[src/rtl/ram_port_ctrl.sv]
// ---------------------------------------------------------------------------
// ram_port_ctrl
//
// Bridges a valid/ready request stream onto a single-port, pipelined,
// byte-writable synchronous RAM and returns read data through an in-order
// valid/ready response stream. The RAM has a fixed read latency and no
// back-pressure, so every read is only accepted once a response-buffer slot
// is guaranteed for it. This keeps the buffer from ever overflowing.
//
// Parameters
//   ADDR_WIDTH  RAM word address width
//   BYTE_WIDTH  bits per byte lane
//   BYTE_NUM    byte lanes per word (MEM_WIDTH = BYTE_WIDTH*BYTE_NUM)
//   RD_LATENCY  cycles from RAM enable to valid read data (1..16)
//   RSP_DEPTH   response buffer entries (power of two, >= 2)
//
// Ports
//   clk_i, arstn_i              clock, asynchronous active-low reset
//   req_valid_i / req_ready_o   request handshake
//   req_we_i                    byte write enables, all zero = read
//   req_addr_i, req_data_i      request word address and write data
//   rsp_valid_o / rsp_ready_i   read response handshake
//   rsp_data_o                  read response data (head of buffer)
//   ram_en_o, ram_rd_en_o       RAM port enable, output-register enable
//   ram_wr_en_o                 RAM byte write enables
//   ram_addr_o, ram_data_o      RAM address and write data
//   ram_data_i                  RAM read data
// ---------------------------------------------------------------------------
module ram_port_ctrl #(
  parameter int  ADDR_WIDTH = 10,
  parameter int  BYTE_WIDTH = 8,
  parameter int  BYTE_NUM   = 4,
  parameter int  RD_LATENCY = 1,
  parameter int  RSP_DEPTH  = 4,
  localparam int MEM_WIDTH  = BYTE_WIDTH * BYTE_NUM
) (
  input  logic                  clk_i,
  input  logic                  arstn_i,
  input  logic                  req_valid_i,
  output logic                  req_ready_o,
  input  logic [BYTE_NUM-1:0]   req_we_i,
  input  logic [ADDR_WIDTH-1:0] req_addr_i,
  input  logic [MEM_WIDTH-1:0]  req_data_i,
  output logic                  rsp_valid_o,
  input  logic                  rsp_ready_i,
  output logic [MEM_WIDTH-1:0]  rsp_data_o,
  output logic                  ram_en_o,
  output logic                  ram_rd_en_o,
  output logic [BYTE_NUM-1:0]   ram_wr_en_o,
  output logic [ADDR_WIDTH-1:0] ram_addr_o,
  output logic [MEM_WIDTH-1:0]  ram_data_o,
  input  logic [MEM_WIDTH-1:0]  ram_data_i
);

  localparam int PTR_W = (RSP_DEPTH > 1) ? $clog2(RSP_DEPTH) : 1;
  localparam int CNT_W = $clog2(RSP_DEPTH + 1);

  localparam logic [CNT_W-1:0] CNT_FULL = CNT_W'(RSP_DEPTH);
  localparam logic [CNT_W-1:0] CNT_ONE  = CNT_W'(1);
  localparam logic [PTR_W-1:0] PTR_ONE  = PTR_W'(1);

  // Parameter sanity, caught at elaboration.
  if (RD_LATENCY < 1 || RD_LATENCY > 16) begin : g_bad_latency
    $error("ram_port_ctrl: RD_LATENCY must lie within 1..16");
  end
  if (RSP_DEPTH < 2 || (RSP_DEPTH & (RSP_DEPTH - 1)) != 0) begin : g_bad_depth
    $error("ram_port_ctrl: RSP_DEPTH must be a power of two, at least 2");
  end

  logic                  handshake;
  logic                  rd_handshake;
  logic                  rsp_push;
  logic                  rsp_pop;

  logic [RD_LATENCY-1:0] rd_pipe_q;
  logic [CNT_W-1:0]      outstanding_q;
  logic [CNT_W-1:0]      fill_q;
  logic [PTR_W-1:0]      wr_ptr_q;
  logic [PTR_W-1:0]      rd_ptr_q;
  logic [MEM_WIDTH-1:0]  rsp_mem [RSP_DEPTH];

  // ---------------------------------------------------------------------
  // Request side
  // ---------------------------------------------------------------------

  // Outstanding counts reads in flight plus responses not yet popped, so a
  // read is only taken when its buffer slot is already reserved. Writes are
  // stalled by the same condition to keep ready independent of req_we_i.
  assign req_ready_o  = arstn_i && (outstanding_q < CNT_FULL);
  assign handshake    = req_valid_i && req_ready_o;
  assign rd_handshake = handshake && (req_we_i == '0);

  assign ram_en_o     = handshake;
  assign ram_rd_en_o  = 1'b1;
  assign ram_wr_en_o  = req_we_i & {BYTE_NUM{handshake}};
  assign ram_addr_o   = req_addr_i;
  assign ram_data_o   = req_data_i;

  // ---------------------------------------------------------------------
  // Read-in-flight tracker: bit k set means a read issued k+1 cycles ago.
  // When the top bit is set the RAM is presenting that read's data.
  // ---------------------------------------------------------------------
  if (RD_LATENCY == 1) begin : g_pipe_single
    always_ff @(posedge clk_i or negedge arstn_i) begin
      if (!arstn_i) begin
        rd_pipe_q <= '0;
      end else begin
        rd_pipe_q <= rd_handshake;
      end
    end
  end else begin : g_pipe_multi
    always_ff @(posedge clk_i or negedge arstn_i) begin
      if (!arstn_i) begin
        rd_pipe_q <= '0;
      end else begin
        rd_pipe_q <= {rd_pipe_q[RD_LATENCY-2:0], rd_handshake};
      end
    end
  end

  assign rsp_push = rd_pipe_q[RD_LATENCY-1];

  // ---------------------------------------------------------------------
  // Response buffer
  // ---------------------------------------------------------------------

  // A separate fill counter distinguishes empty from full, since the
  // pointers alone are equal in both cases.
  assign rsp_valid_o = (fill_q != '0);
  assign rsp_pop     = rsp_valid_o && rsp_ready_i;

  // Head is read straight from storage; it is forced to zero when empty
  // so nothing stale is visible after reset.
  assign rsp_data_o  = rsp_valid_o ? rsp_mem[rd_ptr_q] : '0;

  // Storage needs no reset: entries are only visible once written.
  always_ff @(posedge clk_i) begin
    if (rsp_push) begin
      rsp_mem[wr_ptr_q] <= ram_data_i;
    end
  end

  // Pointers wrap naturally because the depth is a power of two.
  always_ff @(posedge clk_i or negedge arstn_i) begin
    if (!arstn_i) begin
      wr_ptr_q <= '0;
      rd_ptr_q <= '0;
      fill_q   <= '0;
    end else begin
      if (rsp_push) begin
        wr_ptr_q <= wr_ptr_q + PTR_ONE;
      end
      if (rsp_pop) begin
        rd_ptr_q <= rd_ptr_q + PTR_ONE;
      end
      case ({rsp_push, rsp_pop})
        2'b10:   fill_q <= fill_q + CNT_ONE;
        2'b01:   fill_q <= fill_q - CNT_ONE;
        default: fill_q <= fill_q;
      endcase
    end
  end

  // Outstanding reads: reserved on read acceptance, released on pop.
  always_ff @(posedge clk_i or negedge arstn_i) begin
    if (!arstn_i) begin
      outstanding_q <= '0;
    end else begin
      case ({rd_handshake, rsp_pop})
        2'b10:   outstanding_q <= outstanding_q + CNT_ONE;
        2'b01:   outstanding_q <= outstanding_q - CNT_ONE;
        default: outstanding_q <= outstanding_q;
      endcase
    end
  end

endmodule

[config.mk]
export PLATFORM = sky130hd
export DESIGN_NAME = ram_port_ctrl
export DESIGN_NICKNAME = d
export VERILOG_FILES = /design/src/rtl/ram_port_ctrl.sv
export SDC_FILE = /design/constraint.sdc
export NUM_CORES = 1
export LEC_CHECK = 0
export ABC_CLOCK_PERIOD_IN_PS = 2000
export BUFFER_PORTS_ARGS = -buffer_cell sky130_fd_sc_hd__buf_2
export CAP_MARGIN = 20
export CORE_AREA = 2 2 128 105
export DETAILED_ROUTE_END_ITERATION = 8
export DIE_AREA = 0 0 130 107
export GPL_ROUTABILITY_DRIVEN = 1
export MAX_ROUTING_LAYER = met4
export PLACE_DENSITY = 0.77
export SETUP_SLACK_MARGIN = 0.4
export SLEW_MARGIN = 20
export SYNTH_ARGS = -nofsm -noshare
export SYNTH_HDL_FRONTEND = slang
export SYNTH_SLANG_ARGS = --single-unit
[constraint.sdc]
create_clock -name clk_i -period 2 [get_ports clk_i]
set_input_delay 0.1 -clock clk_i [delete_from_list [all_inputs] [get_ports clk_i]]
set_output_delay 0.1 -clock clk_i [all_outputs]
set_load 0.01 [all_outputs]
==> tab_implementation.tex, run 1 <==
\begin{tabular}{lr}
\hline
Metric & Value \\
\hline
\multicolumn{2}{l}{\textbf{Outcome}} \\
Run status & complete, no violations \\
\multicolumn{2}{l}{\textbf{Yosys}} \\
Largest area contributor in the synthesized netlist & sky130\_fd\_sc\_hd\_\_edfxtp\_1 \\
Share of synthesized flip-flops with an asynchronous set or reset & 7.914\% \\
Net Count, Synth & 397 \\
Fraction of post-synthesis cell area in the top cell type by area & between 60\% and 70\% \\
Number of flops mapped to enable cells by yosys & $\sim$130 \\
Synth area leaders & sky130\_fd\_sc\_hd\_\_edfxtp\_1 66\%, sky130\_fd\_sc\_hd\_\_mux4\_2 11\%, sky130\_fd\_sc\_hd\_\_buf\_4 5.5\% \\
Flop and latch count out of synthesis & about 140 \\
Mean area per synthesized cell & between 15 and 20 um2 \\
Number of distinct library cells after synthesis & 26 \\
Syn Inst Count & between 300 and 400 \\
Post-synthesis cell area & 5842 um2 \\
Yosys warning count & 0 \\
Portion of the post-synthesis area used by sequential elements & between 70\% and 80\% \\
Main synth FF type & sky130\_fd\_sc\_hd\_\_edfxtp\_1 \\
\multicolumn{2}{l}{\textbf{Power}} \\
Switching share of total power & a little over a quarter \\
Combinational share of power & between 30\% and 40\% \\
Clock share of power & between 20\% and 30\% \\
Ratio of total power to cell area & 1372 nW/um2 \\
Power Internal & approximately 7.6 mW \\
Switching power of the nets & $\sim$2.7 mW \\
Worst ir drop on vdd & 0.9491 mV \\
Total Power & $\sim$10 mW \\
Sequential power share & about a third \\
Leakage power & $\sim$2.8 nW \\
\multicolumn{2}{l}{\textbf{GRT}} \\
Gr ovfl total & 0 \\
Met2 Use GR & between 20 and 30\% \\
Tot GR Track Use & a little under a fifth \\
Grt met3 use & 5.040\% \\
GR Util met1 & a little over a fifth \\
Antenna violations before repair & 0 \\
Busiest metal layer after global routing & met2 \\
Maximum number of pins on one net before global-route repair & 35 \\
Vias in the first global route & 3240 \\
First-pass GRT wire length & approximately 18000 um \\
\multicolumn{2}{l}{\textbf{Routing}} \\
DRC violation total after the first TritonRoute iteration & $\sim$200 \\
Total vias in the final route & roughly 2900 \\
Detailed-route vias per instance & slightly below 5 \\
Number of antenna-violating nets in the routed design & 0 \\
Detailed-route wire length per cell & $\sim$19 um \\
DRC & 0 \\
Wirelength, routed & 11530 um \\
Number of optimization iterations in the first detailed-route pass & 4 \\
\multicolumn{2}{l}{\textbf{Critical path}} \\
Critical path startpoint & rd\_ptr\_q[0] \\
CP dominant cell by count & sky130\_fd\_sc\_hd\_\_buf\_6 \\
CP Cell Sequence & buf\_6 -> buf\_16 -> mux4\_2 -> and2\_4 -> buf\_6 \\
Arrival time at the worst endpoint & about 1900 ps \\
Count of buffering cells on the critical path with inverters included & 3 \\
Longest individual stage delay on the worst path & approximately 530 ps \\
Data required time of the worst path & approximately 1900 ps \\
Type of the worst setup path & flop to primary output \\
Startpoint class of the critical path & flop \\
Type of destination of the critical path & primary output \\
Slack of the worst reg-to-reg path & 180 ps \\
Cell with the largest stage delay on the worst path & sky130\_fd\_sc\_hd\_\_mux4\_2 \\
Largest fanout of any net on the critical path & 8 \\
RR Startpoint & fill\_q[1] \\
CP Capture Point & rsp\_data\_o[24] \\
Number of cells on the critical path & 5 \\
Path depth of the worst reg2reg path & 8 \\
Gate family responsible for the most delay along the worst path & multiplexers \\
Endpoint of the worst register-to-register path & fill\_q[2] \\
\multicolumn{2}{l}{\textbf{Place}} \\
Detail Placement HPWL & roughly 7000 um \\
Placed inst area & about 6000 um2 \\
Placed Cells & $\sim$520 \\
Number of buffers added on ports & 78 \\
Worst slack, placed & between 150 and 200 ps \\
Final GP Congestion & 0.6999 \\
\multicolumn{2}{l}{\textbf{Run}} \\
Number of maximum-capacitance constraint violations & 0 \\
\multicolumn{2}{l}{\textbf{Final layout}} \\
Number of inserted diodes & 0 \\
Post-route cell area & 7512 um2 \\
Count of placed standard cells in the final layout, fillers left out & 596 \\
Share of final-layout standard cells stronger than drive strength 1 & roughly 48\% \\
Core utilization of the finished layout & slightly below 60\% \\
Synthesis-to-layout area growth & 28.59\% \\
Commonest cells after routing, fill and taps aside & 128 x sky130\_fd\_sc\_hd\_\_edfxtp\_1, 52 x sky130\_fd\_sc\_hd\_\_buf\_2, 34 x sky130\_fd\_sc\_hd\_\_dlygate4sd3\_1, 32 x sky130\_fd\_sc\_hd\_\_mux4\_2, 29 x sky130\_fd\_sc\_hd\_\_buf\_6 \\
Number of nets in the final layout & 498 \\
Filler cells & about 900 \\
Most common cell after layout, fill and taps aside & sky130\_fd\_sc\_hd\_\_edfxtp\_1 \\
\multicolumn{2}{l}{\textbf{Floorplanning}} \\
DIE HEIGHT & 107 um \\
Number of ports placed on the die boundary & 164 \\
Core area & between 10000 and 15000 um2 \\
Overall die area & 13910 um2 \\
Initial core utilization & 46.22\% \\
Width of the chip & about 130 um \\
Row Count & 37 \\
\multicolumn{2}{l}{\textbf{Clock tree}} \\
Number of buffers created by CTS & 17 \\
Clock slew seen by the registers of the worst setup and hold paths & roughly 60 ps \\
Clock sink total & 139 \\
Later-pin clock latency in the skew report & roughly 400 ps \\
Buffer type at the clock tree root & sky130\_fd\_sc\_hd\_\_clkbuf\_16 \\
TritonCTS clock tree & yes \\
Number of H-tree levels & 4 \\
Maximum count of clock buffers along a single path & 2 \\
\multicolumn{2}{l}{\textbf{STA}} \\
Max Clk Rate & 501.1 MHz \\
Setup Viol. Count Final & 0 \\
Number of max-slew violations in the final report & 0 \\
Setup clock skew after layout & between 6 and 7 ps \\
Final count of hold timing violations & 0 \\
Tcrit/Tclk final & 99.78\% \\
Unrepaired setup endpoints after global routing & true \\
Period minus WS final & approximately 2000 ps \\
Final worst setup slack & approximately 4.4 ps \\
\multicolumn{2}{l}{\textbf{Worst hold path}} \\
Hold Crit Class & input pin to flop \\
\hline
\end{tabular}
[power by group through the flow]
| stage | registers [mW] | clock network (mW) | logic [mW] |
|---|---|---|---|
| after floorplan | 3.40 | 0 | 1.99 |
| after global placement | 3.42 | 0 | 2.61 |
| after detailed placement | 3.42 | 0 | 2.65 |
| after CTS | 3.37 | 3.11 | 3.60 |
| after global routing | 3.38 | 3.24 | 4.18 |
| final | 3.37 | 3.06 | 3.88 |
[flip-flops by register name, summed over array words and instances (netlist names)]
signal         cells
wr_ptr_q           2
fill_q             3
rsp_mem          128
outstanding_q      3
rd_pipe_q          1
rd_ptr_q           2
[per-layer routing]
layer	wire [um]	share of wire (%)	vias up
li1	-	-	1325
met2	5943	52	88
met4	340	2.9	0
met1	4636	40	1494
met3	607	5.3	42
met5	0	0	-
[stage by stage]
step / setup TNS (ps) / hold slack (ps)
2_1_floorplan: 0 / -195.6
3_3_place_gp: 0 / 56.84
3_5_place_dp: 0 / 56.92
4_1_cts: -188.6 / 0.4375
5_1_grt: -1192 / 11.25
6_report: 0 / 23.99
[what timing repair did]
| item | in CTS | in global routing |
|---|---|---|
| pin swaps | 16 | 5 |
| gates resized for setup | 43 | 25 |
| buffers inserted | 7 | 0 |
| cloned | 4 | 0 |
| setup endpoints to repair | 37 | 37 |
| hold endpoints to repair | 140 | 0 |
| hold buffers | 34 | 0 |
[Yosys cell counts (all sizes together) (2+ instances only)]
cell type	number
dfrtp	11
xnor2	3
fa	2
nor2	2
mux4	32
clkbuf	5
mux2i	2
and2	38
buf	50
and3	5
edfxtp	128
inv	10
ha	6
xor2	6
[how the worst min path moves through the flow]
stage                      startpoint                to  slack [ps]  cells after the start
after floorplan               arstn_i         fill_q[0]        -200                      0
after global placement        arstn_i  outstanding_q[0]          60                      2
after global routing      req_valid_i         rd_pipe_q          10                      2
final                     req_valid_i         rd_pipe_q          20                      2
after detailed placement      arstn_i  outstanding_q[1]          60                      2
after CTS                 req_valid_i         rd_pipe_q         0.4                      2
[kinds of logic (layout without fill, tap and decap cells)]
group           count (synthesis)  count (layout)  share of synthesized area, %
simple gates                   50              50                         5.205
xor+xnor                        9               9                         1.349
flops                         139             139                         70.51
mux                            34              34                         12.94
fa+ha+maj                       8               8                         1.970
compound gates                  1               1                       0.08559
buf+inv                        65             179                         7.882
other cells                     1               1                       0.06419
[final cells by class]
cell class / count / area [um2] / share of cell area [%]
clock buffers: 20 / 436.7 / 5.813
repair buffers: 137 / 1197 / 15.94
well taps: 175 / 219.0 / 2.915
clock inverters: 12 / 148.9 / 1.982
multi-input cells: 103 / 1353 / 18.00
inverters: 10 / 37.54 / 0.4997
flip-flops and latches: 139 / 4120 / 54.85
(Power assumes the default switching activity.)
==> run 2: changes to the inputs <==
Settings changed: ABC_AREA set to 1, CORE_AREA 2 2 128 105 to 2 2 133 109, DIE_AREA 0 0 130 107 to 0 0 135 111.
==> run 2 against run 1 <==
Net effect:
- routed wire length grew 13%
- clock power is essentially flat
- highest routed layer unchanged
- critical path depth grew 1
==> tab_implementation.tex, run 2 <==
\begin{tabular}{lr}
\hline
Metric & Value \\
\hline
\multicolumn{2}{l}{\textbf{Outcome}} \\
Run status & complete, no violations \\
\multicolumn{2}{l}{\textbf{Power}} \\
Switching power of the nets & roughly 3.5 mW \\
Clock share of power & 29.5\% \\
Switching share of total power & 33.77\% \\
Leakage power & approximately 3.6 nW \\
Combinational share of power & approximately two fifths \\
Ratio of total power to cell area & roughly 1300 nW/um2 \\
Power Internal & around 6.9 mW \\
Sequential power share & between 30\% and 40\% \\
Worst ir drop on vdd & 0.9708 mV \\
\multicolumn{2}{l}{\textbf{Routing}} \\
Total vias in the final route & 4297 \\
DRC violation total after the first TritonRoute iteration & 212 \\
Wirelength, routed & 13040 um \\
Detailed-route wire length per cell & between 10 and 15 um \\
DRC & 0 \\
Number of optimization iterations in the first detailed-route pass & 4 \\
Detailed-route vias per instance & 4.581 \\
Number of antenna-violating nets in the routed design & 0 \\
\multicolumn{2}{l}{\textbf{Place}} \\
Number of buffers added on ports & between 70 and 80 \\
Final GP Congestion & $\sim$0.73 \\
Detail Placement HPWL & between 7000 and 8000 um \\
Placed inst area & $\sim$6800 um2 \\
\multicolumn{2}{l}{\textbf{Critical path}} \\
Arrival time at the worst endpoint & $\sim$1600 ps \\
Endpoint of the worst register-to-register path & fill\_q[2] \\
RR Startpoint & fill\_q[2] \\
Largest fanout of any net on the critical path & 37 \\
Path depth of the worst reg2reg path & 11 \\
Data required time of the worst path & about 1900 ps \\
CP Cell Sequence & inv\_2 -> buf\_12 -> nand2\_1 -> nand3\_1 -> a21oi\_2 -> buf\_2 \\
Startpoint class of the critical path & flop \\
Slack of the worst reg-to-reg path & roughly 360 ps \\
Type of the worst setup path & flop to primary output \\
Longest individual stage delay on the worst path & 440 ps \\
Type of destination of the critical path & primary output \\
Cell with the largest stage delay on the worst path & sky130\_fd\_sc\_hd\_\_dfrtp\_2 \\
\multicolumn{2}{l}{\textbf{Clock tree}} \\
TritonCTS clock tree & yes \\
Clock sink total & 139 \\
Buffer type at the clock tree root & sky130\_fd\_sc\_hd\_\_clkbuf\_16 \\
Maximum count of clock buffers along a single path & 2 \\
Later-pin clock latency in the skew report & 420 ps \\
Number of H-tree levels & 4 \\
Clock slew seen by the registers of the worst setup and hold paths & 60 ps \\
Number of buffers created by CTS & 17 \\
\multicolumn{2}{l}{\textbf{Yosys}} \\
Yosys warning count & 0 \\
Most numerous cell types in the synthesized netlist & 148 x sky130\_fd\_sc\_hd\_\_nand2\_1, 128 x sky130\_fd\_sc\_hd\_\_edfxtp\_1, 100 x sky130\_fd\_sc\_hd\_\_inv\_1, 67 x sky130\_fd\_sc\_hd\_\_nand3\_1, 49 x sky130\_fd\_sc\_hd\_\_inv\_2 \\
Post-synthesis cell area & approximately 6500 um2 \\
Main synth FF type & sky130\_fd\_sc\_hd\_\_edfxtp\_1 \\
Number of distinct library cells after synthesis & 23 \\
Portion of the post-synthesis area used by sequential elements & roughly 64\% \\
Syn Inst Count & about 640 \\
Mean area per synthesized cell & slightly above 10 um2 \\
Synth area leaders & sky130\_fd\_sc\_hd\_\_edfxtp\_1 60\%, sky130\_fd\_sc\_hd\_\_nand2\_1 8.6\%, sky130\_fd\_sc\_hd\_\_inv\_1 5.8\% \\
Largest area contributor in the synthesized netlist & sky130\_fd\_sc\_hd\_\_edfxtp\_1 \\
Most instantiated library cell after synthesis & sky130\_fd\_sc\_hd\_\_nand2\_1 \\
Fraction of post-synthesis cell area in the top cell type by area & between 50 and 60\% \\
Net Count, Synth & 729 \\
Number of flops mapped to enable cells by yosys & around 130 \\
Flop and latch count out of synthesis & around 140 \\
Share of synthesized flip-flops with an asynchronous set or reset & $\sim$8\% \\
\multicolumn{2}{l}{\textbf{Final layout}} \\
Synthesis-to-layout area growth & 26.27\% \\
Share of final-layout standard cells stronger than drive strength 1 & 31.70\% \\
Number of nets in the final layout & just over 800 \\
Max FFs per register & $\sim$130 \\
Number of inserted diodes & 0 \\
Post-route cell area & 8149 um2 \\
Regs by FF count & rsp\_mem x128, fill\_q x3, outstanding\_q x3 \\
Largest Register & rsp\_mem \\
Commonest cells after routing, fill and taps aside & 143 x sky130\_fd\_sc\_hd\_\_nand2\_1, 128 x sky130\_fd\_sc\_hd\_\_edfxtp\_1, 92 x sky130\_fd\_sc\_hd\_\_inv\_1, 78 x sky130\_fd\_sc\_hd\_\_buf\_2, 65 x sky130\_fd\_sc\_hd\_\_nand3\_1 \\
Most common cell after layout, fill and taps aside & sky130\_fd\_sc\_hd\_\_nand2\_1 \\
\multicolumn{2}{l}{\textbf{STA}} \\
Max Clk Rate & roughly 580 MHz \\
Number of max-slew violations in the final report & 0 \\
Period minus WS final & approximately 1700 ps \\
Tcrit/Tclk final & 86.83\% \\
Setup\_tns & 0 ps \\
Setup Viol. Count Final & 0 \\
Setup clock skew after layout & roughly 5.6 ps \\
Unrepaired setup endpoints after global routing & true \\
Final count of hold timing violations & 0 \\
\multicolumn{2}{l}{\textbf{GRT}} \\
First-pass GRT wire length & about 21000 um \\
Gr ovfl total & 0 \\
Vias in the first global route & between 4000 and 5000 \\
Antenna violations before repair & 0 \\
Tot GR Track Use & approximately a fifth \\
Maximum number of pins on one net before global-route repair & between 40 and 50 \\
\multicolumn{2}{l}{\textbf{Floorplanning}} \\
DIE HEIGHT & approximately 110 um \\
Row Count & 39 \\
Core area & 13860 um2 \\
Overall die area & about 15000 um2 \\
Width of the chip & approximately 140 um \\
Number of ports placed on the die boundary & approximately 160 \\
Initial core utilization & 46.57\% \\
\multicolumn{2}{l}{\textbf{Run}} \\
Number of maximum-capacitance constraint violations & 0 \\
\multicolumn{2}{l}{\textbf{Worst hold path}} \\
Hold Crit Class & input pin to async pin \\
\hline
\end{tabular}
[run 2: cell types whose count changed after synthesis, sizes merged, moves of 5 or more]
cell and delta:
and2 -38, mux4 -32, inv +139, xor2 -5, and3 -5, buf +11, nand3 +67, clkinv +9
a21oi +32, nand2 +147
[run 2: repair_timing]
item | in CTS | in global routing
hold buffers | 36 | 0
pin swaps | 12 | 11
buffers inserted | 15 | 5
setup endpoints to repair | 56 | 36
endpoints found under the hold margin | 142 | 0
resized for setup | 44 | 14
[run 2: metrics by stage]
step / worst slack, ps / hold WS (ps) / utilization [%] / std cells / power (mW)
2_1_floorplan: 327.3 / -195.6 / - / 639 / 5.655
3_3_place_gp: 303.9 / 68.96 / 49.30 / 850 / 6.625
3_5_place_dp: 236.4 / 58.49 / 49.30 / 850 / 6.675
4_1_cts: 297.2 / 133.8 / 58.18 / 933 / 10.38
5_1_grt: 214.1 / 161.1 / 58.80 / 938 / 11.04
6_report: 263.5 / 148.6 / 58.80 / 938 / 10.46
[run 2: power by group through the flow]
stage / combinational (mW) / sequential [mW] / clock [mW]
after CTS: 3.85 / 3.39 / 3.14
after global routing: 4.37 / 3.40 / 3.27
after detailed placement: 3.24 / 3.43 / 0
final: 3.98 / 3.39 / 3.08
after floorplan: 2.24 / 3.41 / 0
after global placement: 3.20 / 3.42 / 0
[run 2: cell families (layout without fill, tap and decap cells)]
logic type                 count (synthesis)  after routing  synth area share (%)
buffers and inverters                    226            341                 16.40
and+or+nand+nor                          225            225                 14.60
DFF                                      139            139                 63.82
AOI/OAI and AO/OA                         36             36                 2.792
adders and majority gates                  8              8                 1.784
xor gates and xnor gates                   4              4                0.5429
other                                      1              1               0.05811
[run 2: critical path: cells and delay by family (launching register included)]
kind	cells	cell delay (ps)
AOI/OAI and AO/OA	1	70
buffers and inverters	3	450
DFF	1	440
and+or+nand+nor	2	230
[run 2: how the worst max path moves through the flow]
stage                     startpoint               end  slack (ps)  depth (start not counted)
floorplan           outstanding_q[2]  outstanding_q[1]         330                          8
global placement    outstanding_q[2]  outstanding_q[1]         300                          8
detailed placement  outstanding_q[2]  outstanding_q[1]         240                          8
CTS                      rd_ptr_q[0]     rsp_data_o[9]         300                          6
global route             rd_ptr_q[0]    rsp_data_o[22]         210                          6
finish                   rd_ptr_q[0]    rsp_data_o[22]         260                          6
[run 2: final cells by class]
| class | instances | area [um2] |
|---|---|---|
| fillers | 1107 | 5709 |
| flip-flops and latches | 139 | 4123 |
| multi-input cells | 274 | 1414 |
| repair buffers | 151 | 1160 |
| inverters | 158 | 638.1 |
| clock buffers | 19 | 432.9 |
| well taps | 184 | 230.2 |
| clock inverters | 13 | 151.4 |
[run 2: layer usage]
layer	up-vias	track usage [%]	routed length, um
li1	2154	-	-
met1	1983	21.00	5287
met2	126	32.69	6860
met3	34	5.167	671
met4	0	7.361	224
met5	-	-	0
==> run 3: changes to the inputs <==
--- a/config.mk
+++ b/config.mk
@@ -16,5 +16,4 @@
 export MAX_ROUTING_LAYER = met4
 export PLACE_DENSITY = 0.77
-export SETUP_SLACK_MARGIN = 0.4
 export SLEW_MARGIN = 20
 export SYNTH_ARGS = -nofsm -noshare
==> constraint.sdc (replaced) <==
create_clock -name clk_i -period 2 [get_ports clk_i]
set_input_delay 0.1 -clock clk_i [delete_from_list [all_inputs] [get_ports clk_i]]
set_output_delay 0.1 -clock clk_i [all_outputs]
set_load 0.02 [all_outputs]
==> run 3 against run 2 <==
Net effect:
- via count fell by 1.8%
- critical endpoint is now rsp_data_o[14]
- flip-flop and latch count stayed put
- sequential share of layout area up 2.9 points
- largest cell class unchanged
==> tab_implementation.tex, run 3 (synthesis gave the netlist of run 2 again) <==
\begin{tabular}{lr}
\hline
Metric & Value \\
\hline
\multicolumn{2}{l}{\textbf{Outcome}} \\
Run status & complete, no violations \\
\multicolumn{2}{l}{\textbf{Final layout}} \\
Regs by FF count & rsp\_mem x128, fill\_q x3, outstanding\_q x3 \\
Max FFs per register & $\sim$130 \\
Most common cell after layout, fill and taps aside & sky130\_fd\_sc\_hd\_\_nand2\_1 \\
Synthesis-to-layout area growth & 19.43\% \\
Number of inserted diodes & 0 \\
Core utilization of the finished layout & between 50\% and 60\% \\
Share of final-layout standard cells stronger than drive strength 1 & around a quarter \\
Filler cells & 1163 \\
Largest Register & rsp\_mem \\
Commonest cells after routing, fill and taps aside & 147 x sky130\_fd\_sc\_hd\_\_nand2\_1, 128 x sky130\_fd\_sc\_hd\_\_edfxtp\_1, 96 x sky130\_fd\_sc\_hd\_\_inv\_1, 78 x sky130\_fd\_sc\_hd\_\_buf\_2, 67 x sky130\_fd\_sc\_hd\_\_nand3\_1 \\
Count of placed standard cells in the final layout, fillers left out & slightly above 900 \\
Number of nets in the final layout & roughly 810 \\
\multicolumn{2}{l}{\textbf{Clock tree}} \\
Clock slew seen by the registers of the worst setup and hold paths & about 50 ps \\
Post-CTS setup-driven buffer insertion count & 0 \\
Clock sink total & $\sim$140 \\
Maximum count of clock buffers along a single path & 2 \\
Buffer type at the clock tree root & sky130\_fd\_sc\_hd\_\_clkbuf\_16 \\
Later-pin clock latency in the skew report & $\sim$420 ps \\
Number of H-tree levels & 4 \\
TritonCTS clock tree & yes \\
Number of buffers created by CTS & 17 \\
\multicolumn{2}{l}{\textbf{Floorplanning}} \\
DIE HEIGHT & between 100 and 150 um \\
Core area & 13860 um2 \\
Initial core utilization & about 47\% \\
Width of the chip & about 140 um \\
Row Count & 39 \\
Number of ports placed on the die boundary & $\sim$160 \\
Overall die area & 14990 um2 \\
\multicolumn{2}{l}{\textbf{Place}} \\
Detail Placement HPWL & $\sim$7700 um \\
Number of buffers added on ports & 78 \\
Final GP Congestion & $\sim$0.75 \\
Placed Cells & 850 \\
\multicolumn{2}{l}{\textbf{Critical path}} \\
Type of the worst setup path & flop to primary output \\
Largest fanout of any net on the critical path & 34 \\
Arrival time at the worst endpoint & roughly 1800 ps \\
Startpoint class of the critical path & flop \\
Endpoint of the worst register-to-register path & fill\_q[1] \\
Data required time of the worst path & 1900 ps \\
Slack of the worst reg-to-reg path & 230 ps \\
Type of destination of the critical path & primary output \\
RR Startpoint & fill\_q[0] \\
Path depth of the worst reg2reg path & 8 \\
\multicolumn{2}{l}{\textbf{Routing}} \\
Total vias in the final route & roughly 4200 \\
Number of optimization iterations in the first detailed-route pass & 4 \\
Wirelength, routed & 12640 um \\
Number of antenna-violating nets in the routed design & 0 \\
DRC & 0 \\
DRC violation total after the first TritonRoute iteration & between 200 and 300 \\
Detailed-route vias per instance & approximately 4.6 \\
Detailed-route wire length per cell & about 14 um \\
\multicolumn{2}{l}{\textbf{GRT}} \\
Tot GR Track Use & about a fifth \\
Maximum number of pins on one net before global-route repair & 39 \\
Vias in the first global route & 4365 \\
First-pass GRT wire length & between 20000 and 25000 um \\
Gr ovfl total & 0 \\
Antenna violations before repair & 0 \\
\multicolumn{2}{l}{\textbf{STA}} \\
Max Clk Rate & between 500 and 600 MHz \\
Final count of hold timing violations & 0 \\
Number of max-slew violations in the final report & 0 \\
Tcrit/Tclk final & between 90\% and 100\% \\
Setup\_tns & 0 ps \\
Unrepaired setup endpoints after global routing & false \\
Period minus WS final & 1874 ps \\
Setup clock skew after layout & 11.48 ps \\
Setup Viol. Count Final & 0 \\
\multicolumn{2}{l}{\textbf{Worst hold path}} \\
Hold Crit Class & input pin to async pin \\
\multicolumn{2}{l}{\textbf{Power}} \\
Total Power & $\sim$10 mW \\
Leakage power & approximately 3.5 nW \\
Ratio of total power to cell area & roughly 1300 nW/um2 \\
Worst ir drop on vdd & about 0.80 mV \\
\multicolumn{2}{l}{\textbf{Run}} \\
Number of maximum-capacitance constraint violations & 0 \\
\hline
\end{tabular}
-- run 3: cell types whose count changed in the layout (fill, tap and decap cells not counted), sizes merged --
cell	before	now
bufinv	3	2
inv	145	148
clkinvlp	8	1
buf	115	95
clkinv	15	19
-- run 3: area by class of cell --
class	count	area (um2)	share of cell area (%)
Sequential cell	139	4121	53.47
Multi-Input combinational cell	274	1281	16.62
Timing Repair Buffer	131	928.4	12.05
Inverter	158	606.8	7.873
Clock buffer	19	432.9	5.617
Tap cell	184	230.2	2.987
Clock inverter	12	106.4	1.380
-- run 3: critical path, cell delays in order, from the launching register on --
cell,delay (ps)
sky130_fd_sc_hd__dfrtp_2,360
sky130_fd_sc_hd__buf_4,400
sky130_fd_sc_hd__nand3_1,140
sky130_fd_sc_hd__a21oi_1,240
sky130_fd_sc_hd__buf_2,210
-- run 3: what timing repair did --
item                       4_1_cts  5_1_grt
setup endpoints to repair        0       20
hold buffers                    36        0
hold endpoints to repair       141        0
gates resized for setup          0        6
-- run 3: metrics by stage --
stage	setup WS, ps	instance area [um2]	hold slack, ps
floorplan	8.069	6454	-195.6
global placement	254.9	6799	42.08
detailed placement	153.2	6799	50.99
CTS	36.12	7699	135.7
global route	0.3328	7707	183.9
finish	125.9	7707	147.0
-- run 3: power breakdown --
part           switching, mW  total (mW)  leakage [nW]  internal [mW]
Combinational           2.51        3.75          1.96           1.23
Clock                   1.05        2.84         0.264           1.79
Sequential            0.0804        3.37          1.28           3.29
Total                   3.65        9.96          3.51           6.32
-- run 3: routing by layer --
| metal | up-vias | share of wire (%) | GRT usage [%] |
|---|---|---|---|
| met2 | 118 | 50 | 30.36 |
| met4 | 0 | 2.4 | 10.14 |
| met3 | 33 | 6.1 | 5.030 |
| met5 | - | 0 | - |
| li1 | 2122 | - | - |
| met1 | 1945 | 41 | 21.58 |
-- run 3: worst max path at each step --
stage	from	end	slack, ps	cells past startpoint
floorplan	outstanding_q[2]	outstanding_q[1]	8	8
CTS	fill_q[0]	rsp_data_o[31]	40	6
finish	rd_ptr_q[1]	rsp_data_o[14]	130	4
detailed placement	outstanding_q[2]	outstanding_q[1]	150	8
global route	fill_q[0]	fill_q[1]	0.3	8
global placement	outstanding_q[2]	outstanding_q[1]	250	8
